--- src/rtl/sevenseg_scan_driver_if.sv ---
// Bundles the display value strobe, live controls and the scanned anode/cathode outputs
// that connect an upstream value source to the seven-segment scan driver.
interface sevenseg_scan_driver_if;
  logic [31:0] value;
  logic        value_valid;
  logic        blank_lz;
  logic [7:0]  digit_en;
  logic [6:0]  seg;
  logic [7:0]  AN;
  logic        frame_done;

  modport master (
    output value, value_valid, blank_lz, digit_en,
    input  seg, AN, frame_done
  );

  modport slave (
    input  value, value_valid, blank_lz, digit_en,
    output seg, AN, frame_done
  );
endinterface

--- src/rtl/sevenseg_scan_driver.sv ---
// Eight-digit common-anode scan driver: one anode per slot with a dark guard interval,
// hex decode to active-low segments, and values swapped in only at frame boundaries.
module sevenseg_scan_driver #(
  parameter int REFRESH_DIV = 100000,
  parameter int GUARD       = 16
) (
  input logic CLK100MHZ,
  input logic rst,
  sevenseg_scan_driver_if.slave bus
);
  localparam int            PW      = (REFRESH_DIV > 1) ? $clog2(REFRESH_DIV) : 1;
  localparam logic [PW-1:0] P_LAST  = PW'(REFRESH_DIV - 1);
  localparam logic [PW-1:0] P_GUARD = PW'(GUARD);
  localparam logic [PW-1:0] P_ONE   = PW'(1);

  logic [PW-1:0] p_reg;
  logic [2:0]    digit_reg;
  logic [31:0]   shadow_reg;
  logic [31:0]   disp_reg;
  logic          pending_reg;
  logic [6:0]    seg_reg;
  logic [7:0]    an_reg;
  logic          frame_done_reg;

  logic          slot_end;
  logic          frame_end;
  logic [7:1]    upper_zero;
  logic [7:0]    blank;
  logic [3:0]    nibble;

  function automatic logic [6:0] hex_to_seg(input logic [3:0] n);
    logic [6:0] s;
    case (n)
      4'h0: s = 7'h40;
      4'h1: s = 7'h79;
      4'h2: s = 7'h24;
      4'h3: s = 7'h30;
      4'h4: s = 7'h19;
      4'h5: s = 7'h12;
      4'h6: s = 7'h02;
      4'h7: s = 7'h78;
      4'h8: s = 7'h00;
      4'h9: s = 7'h10;
      4'hA: s = 7'h08;
      4'hB: s = 7'h03;
      4'hC: s = 7'h46;
      4'hD: s = 7'h21;
      4'hE: s = 7'h06;
      default: s = 7'h0E;
    endcase
    return s;
  endfunction

  assign slot_end  = (p_reg == P_LAST);
  assign frame_end = slot_end && (digit_reg == 3'd7);
  assign nibble    = disp_reg[{digit_reg, 2'b00} +: 4];

  // Digit 0 always shows something unless explicitly disabled, so a zero value reads "0".
  assign blank[0] = ~bus.digit_en[0];

  genvar gi;
  generate
    for (gi = 1; gi < 8; gi++) begin : g_blank
      assign upper_zero[gi] = (disp_reg[31:4*gi] == '0);
      assign blank[gi]      = ~bus.digit_en[gi] | (bus.blank_lz & upper_zero[gi]);
    end
  endgenerate

  always_ff @(posedge CLK100MHZ) begin
    if (rst) begin
      p_reg          <= '0;
      digit_reg      <= 3'd0;
      shadow_reg     <= 32'd0;
      disp_reg       <= 32'd0;
      pending_reg    <= 1'b0;
      seg_reg        <= 7'h7F;
      an_reg         <= 8'hFF;
      frame_done_reg <= 1'b0;
    end else begin
      p_reg <= slot_end ? '0 : p_reg + P_ONE;
      if (slot_end) begin
        digit_reg <= digit_reg + 3'd1;
      end

      if (bus.value_valid) begin
        shadow_reg  <= bus.value;
        pending_reg <= 1'b1;
      end

      // A strobe landing on the boundary cycle bypasses the shadow so it is not a frame late.
      if (frame_end) begin
        if (bus.value_valid) begin
          disp_reg <= bus.value;
        end else if (pending_reg) begin
          disp_reg <= shadow_reg;
        end
        pending_reg <= 1'b0;
      end

      frame_done_reg <= frame_end;

      if ((p_reg < P_GUARD) || blank[digit_reg]) begin
        an_reg  <= 8'hFF;
        seg_reg <= 7'h7F;
      end else begin
        an_reg  <= ~(8'b1 << digit_reg);
        seg_reg <= hex_to_seg(nibble);
      end
    end
  end

  assign bus.seg        = seg_reg;
  assign bus.AN         = an_reg;
  assign bus.frame_done = frame_done_reg;
endmodule

--- src/flat_wrapper.sv ---
// flat-port wrapper written by rule: the top's interface ports become plain ports
module sevenseg_scan_driver_flat 
#(
  parameter int REFRESH_DIV = 100000,
  parameter int GUARD       = 16
)
  (CLK100MHZ, rst, bus_value, bus_value_valid, bus_blank_lz, bus_digit_en, bus_seg, bus_AN, bus_frame_done);
  sevenseg_scan_driver_if bus_i ();
  input logic CLK100MHZ;
  input logic rst;
  input wire logic [$bits(bus_i.value)-1:0] bus_value;
  input wire logic [$bits(bus_i.value_valid)-1:0] bus_value_valid;
  input wire logic [$bits(bus_i.blank_lz)-1:0] bus_blank_lz;
  input wire logic [$bits(bus_i.digit_en)-1:0] bus_digit_en;
  output wire logic [$bits(bus_i.seg)-1:0] bus_seg;
  output wire logic [$bits(bus_i.AN)-1:0] bus_AN;
  output wire logic [$bits(bus_i.frame_done)-1:0] bus_frame_done;
  assign bus_i.value = bus_value;
  assign bus_i.value_valid = bus_value_valid;
  assign bus_i.blank_lz = bus_blank_lz;
  assign bus_i.digit_en = bus_digit_en;
  assign bus_seg = bus_i.seg;
  assign bus_AN = bus_i.AN;
  assign bus_frame_done = bus_i.frame_done;
  sevenseg_scan_driver #(.REFRESH_DIV(REFRESH_DIV), .GUARD(GUARD)) u_core (.CLK100MHZ(CLK100MHZ), .rst(rst), .bus(bus_i));
endmodule
--- config.mk ---
export PLATFORM = sky130hd
export DESIGN_NAME = sevenseg_scan_driver_flat
export DESIGN_NICKNAME = d
export VERILOG_FILES = /design/src/rtl/sevenseg_scan_driver_if.sv /design/src/rtl/sevenseg_scan_driver.sv /design/src/flat_wrapper.sv
export SDC_FILE = /design/constraint.sdc
export NUM_CORES = 1
export LEC_CHECK = 0
export CORE_ASPECT_RATIO = 1.75
export CORE_MARGIN = 3
export CORE_UTILIZATION = 54
export DETAILED_ROUTE_END_ITERATION = 8
export PLACE_DENSITY = 0.86
export SLEW_MARGIN = 0
export SYNTH_ARGS = -nofsm -noshare
export SYNTH_HDL_FRONTEND = slang
export SYNTH_SLANG_ARGS = --single-unit
--- constraint.sdc ---
create_clock -name CLK100MHZ -period 3.1 [get_ports CLK100MHZ]
set_clock_uncertainty 0.2 [all_clocks]
set_input_delay 0.31 -clock CLK100MHZ [delete_from_list [all_inputs] [get_ports CLK100MHZ]]
set_output_delay 0.31 -clock CLK100MHZ [all_outputs]
set_load 0.01 [all_outputs]
==> metrics.cfg <==
[critical_path]
cp.arrival_ns = 2.63
critPathMaxStageDelay_ns = 0.70
r2r_start = u_core.digit_reg[1]
start_kind = flip-flop
cp_max_fo = 16
end_kind = flip-flop
critical_path_class = reg2reg
rr_endpoint = u_core.bus.seg[6]
reg2reg_slack_ns = 0.49
rr_worst_depth = 7
cp.required_ns = 3.11
crit_chain = mux4_1 > mux2i_4 > inv_1 > ha_1 > mux2_2 > a22oi_1 > nand4_1
slowest_stage = dfxtp_1

[yosys]
netlist_instances = 429
yosys_warnings = 0
synthFlopType = dfxtp_1
synth_edf_count = 0
synth_cell_type_count = 43
synth_top_cell_area_share_pct = 47.2
synthArstFlopShare_pct = 0
syn_area_um2 = 4290
synth_top_area_cell = dfxtp_1
seq_area_frac_synth_pct = 47.2
synth-seq-cells = 101
syn_nets = 486
synth.avg_cell_area_um2 = 9.99
synthTopCellsByArea = dfxtp_1 (47%), mux2i_1 (9.1%), nor2_1 (8.1%)

[layout]
final_nets = 536
layout_commonest_cell = dfxtp_1
final_cell_mix = dfxtp_1 (101), nor2_1 (93), clkdlybuf4s50_1 (57), mux2i_1 (39), a211oi_1 (34)
areaGrowthSynthToFinish_pct = 21.3
layout-drive-gt1-share_pct = 7.66
n_fill_cell = 574
diodes = 0
postLayoutCellArea_um2 = 5200

[routing]
vias = 3259
ant_nets = 0
wirelength_um = 8550
drcViolationCount = 0
routed_via_density = 5.71
dr.pass1.iters = 4
detail_route.iter0.violations = 189
post_drt_wl_per_cell_um = 15.0

[placed_design]
placed_area_um2 = 4920
hpwlAfterDp_um = 6220
portBuffers = 59
gp_congestion = 0.819

[sta]
finalCritPeriodShare_pct = 84.3
fin_crit_ns = 2.61
hold_violations = 0
whs_ns = 0.0822
max_slew_margin_pct = 55.9
setup_viol = 0
fmax_ghz = 0.382
slew_viol_final = 0
rsz0062_at_grt = no
finalSetupTns_ns = 0
tightest_slew_ns = 0.662

[pwr]
p_sw_w = 0.000524
power_w = 0.00251
swShare_pct = 20.9
p_leak_nw = 2.03
pwr-share-seq_pct = 53.3
p_comb_share_pct = 5.9
clockPowerShare_pct = 40.8
ir_worst_vdd_v = 0.000324
p_int_w = 0.00198
p_per_area_nw_per_um2 = 482

[global_route]
grt_util_all_layers_pct = 20.6
grt_start_max_net_pins = 71
grt_first_pass_wirelength_um = 14400
grt_antenna_before_repair = 0
globalRouteOverflowTotal = 0
grt_pass1_vias = 3212

[clock_network]
cts_max_level = 3
cts_root_buf = clkbuf_16
cts_hold_repair.buffers = 0
cts_resized = 0
cts.path.max_buffers = 2
post_cts_buffers = 0
clk_pin_slew_ns = 0.06
cts_tree = built
clk_latency_ns = 0.34
clock-sinks = 101
cts_made_buffers = 9

[floorplan]
ios = 60
fp.dieArea_um2 = 9090
std_cell_rows = 42
die_height_um = 124
placeableCoreArea_um2 = 7620
start_util_pct = 56.3
die_w_um = 73.4

[flow_run]
cap_violations = 0

[min_path]
hold_class = in2reg
min_path_cells = 3
min-delay-start = rst
hold_end = u_core.bus.AN[1]

[status]
outcome = complete, no violations

-- metrics by stage --
| step | cells | worst slack [ns] | util [%] |
|---|---|---|---|
| floorplan | 429 | 0.379 | - |
| global placement | 556 | 0.626 | 64.6 |
| detailed placement | 556 | 0.518 | 64.6 |
| CTS | 571 | 0.504 | 68.3 |
| global route | 571 | 0.297 | 68.3 |
| finish | 571 | 0.486 | 68.3 |
-- cells in the mapped netlist (5+ instances only) --
master / instances
nand3_1: 10
nor2_1: 93
buf_2: 9
ha_1: 13
mux4_1: 5
a21oi_1: 5
nor4_1: 9
xnor2_1: 10
a211oi_1: 34
xor2_1: 7
and3_1: 5
nand2_1: 9
buf_1: 6
dfxtp_1: 101
nand4_1: 16
mux2i_1: 39
clkbuf_1: 11
inv_1: 9
-- cell type report --
cell class	instances	area, µm²	area share, %
multi-input cells	291	2110	40.5
flip-flops and latches	101	2020	38.9
repair buffers	67	653	12.6
clock buffers	11	253	4.86
well taps	88	110	2.12
inverters	9	33.8	0.650
clock inverters	4	23.8	0.457
-- critical path: cells and delay by family, from the launching register on --
family                     cells  cell delay (ns)
muxes                          3             0.98
DFF                            1             0.70
adders and majority gates      1             0.24
AOI/OAI and AO/OA              1             0.14
buffers and inverters          1             0.10
and+or+nand+nor                1             0.10
-- how the worst max path moves through the flow --
stage	from	endpoint	slack (ns)
3_3_place_gp	u_core.digit_reg[1]	u_core.bus.seg[6]	0.63
2_1_floorplan	u_core.digit_reg[0]	u_core.bus.seg[6]	0.38
3_5_place_dp	u_core.digit_reg[1]	u_core.bus.seg[6]	0.52
4_1_cts	u_core.digit_reg[1]	u_core.bus.seg[6]	0.50
6_report	u_core.digit_reg[1]	u_core.bus.seg[6]	0.49
5_1_grt	u_core.digit_reg[1]	u_core.bus.seg[6]	0.30
-- cell families (layout without fill, tap and decap cells) --
kind of cell	after synthesis	in the layout	synth area share, %
muxes	52	52	15.6
DFF	101	101	47.2
buffers and inverters	37	91	3.85
xor gates and xnor gates	17	17	3.47
AOI/OAI and AO/OA	52	52	8.90
and+or+nand+nor	157	157	17.2
adders and majority gates	13	13	3.79
-- metal layers --
metal / vias to the layer above / share of wire [%] / GRT usage (%)
li1: 1637 / - / -
met2: 86 / 52 / 35.5
met1: 1510 / 39 / 22.2
met5: - / 0 / 0
met4: 0 / 4.0 / 13.3
met3: 26 / 4.3 / 4.77
-- power groups by stage --
stage	registers, W	clock network (W)	logic [W]
after detailed placement	0.00137	0	0.000149
after global routing	0.00134	0.00110	0.000164
after global placement	0.00136	0	0.000146
final	0.00134	0.00102	0.000149
after floorplan	0.00136	0	0.0000784
after CTS	0.00134	0.00105	0.000151
Power figures use the tool's default switching activity.
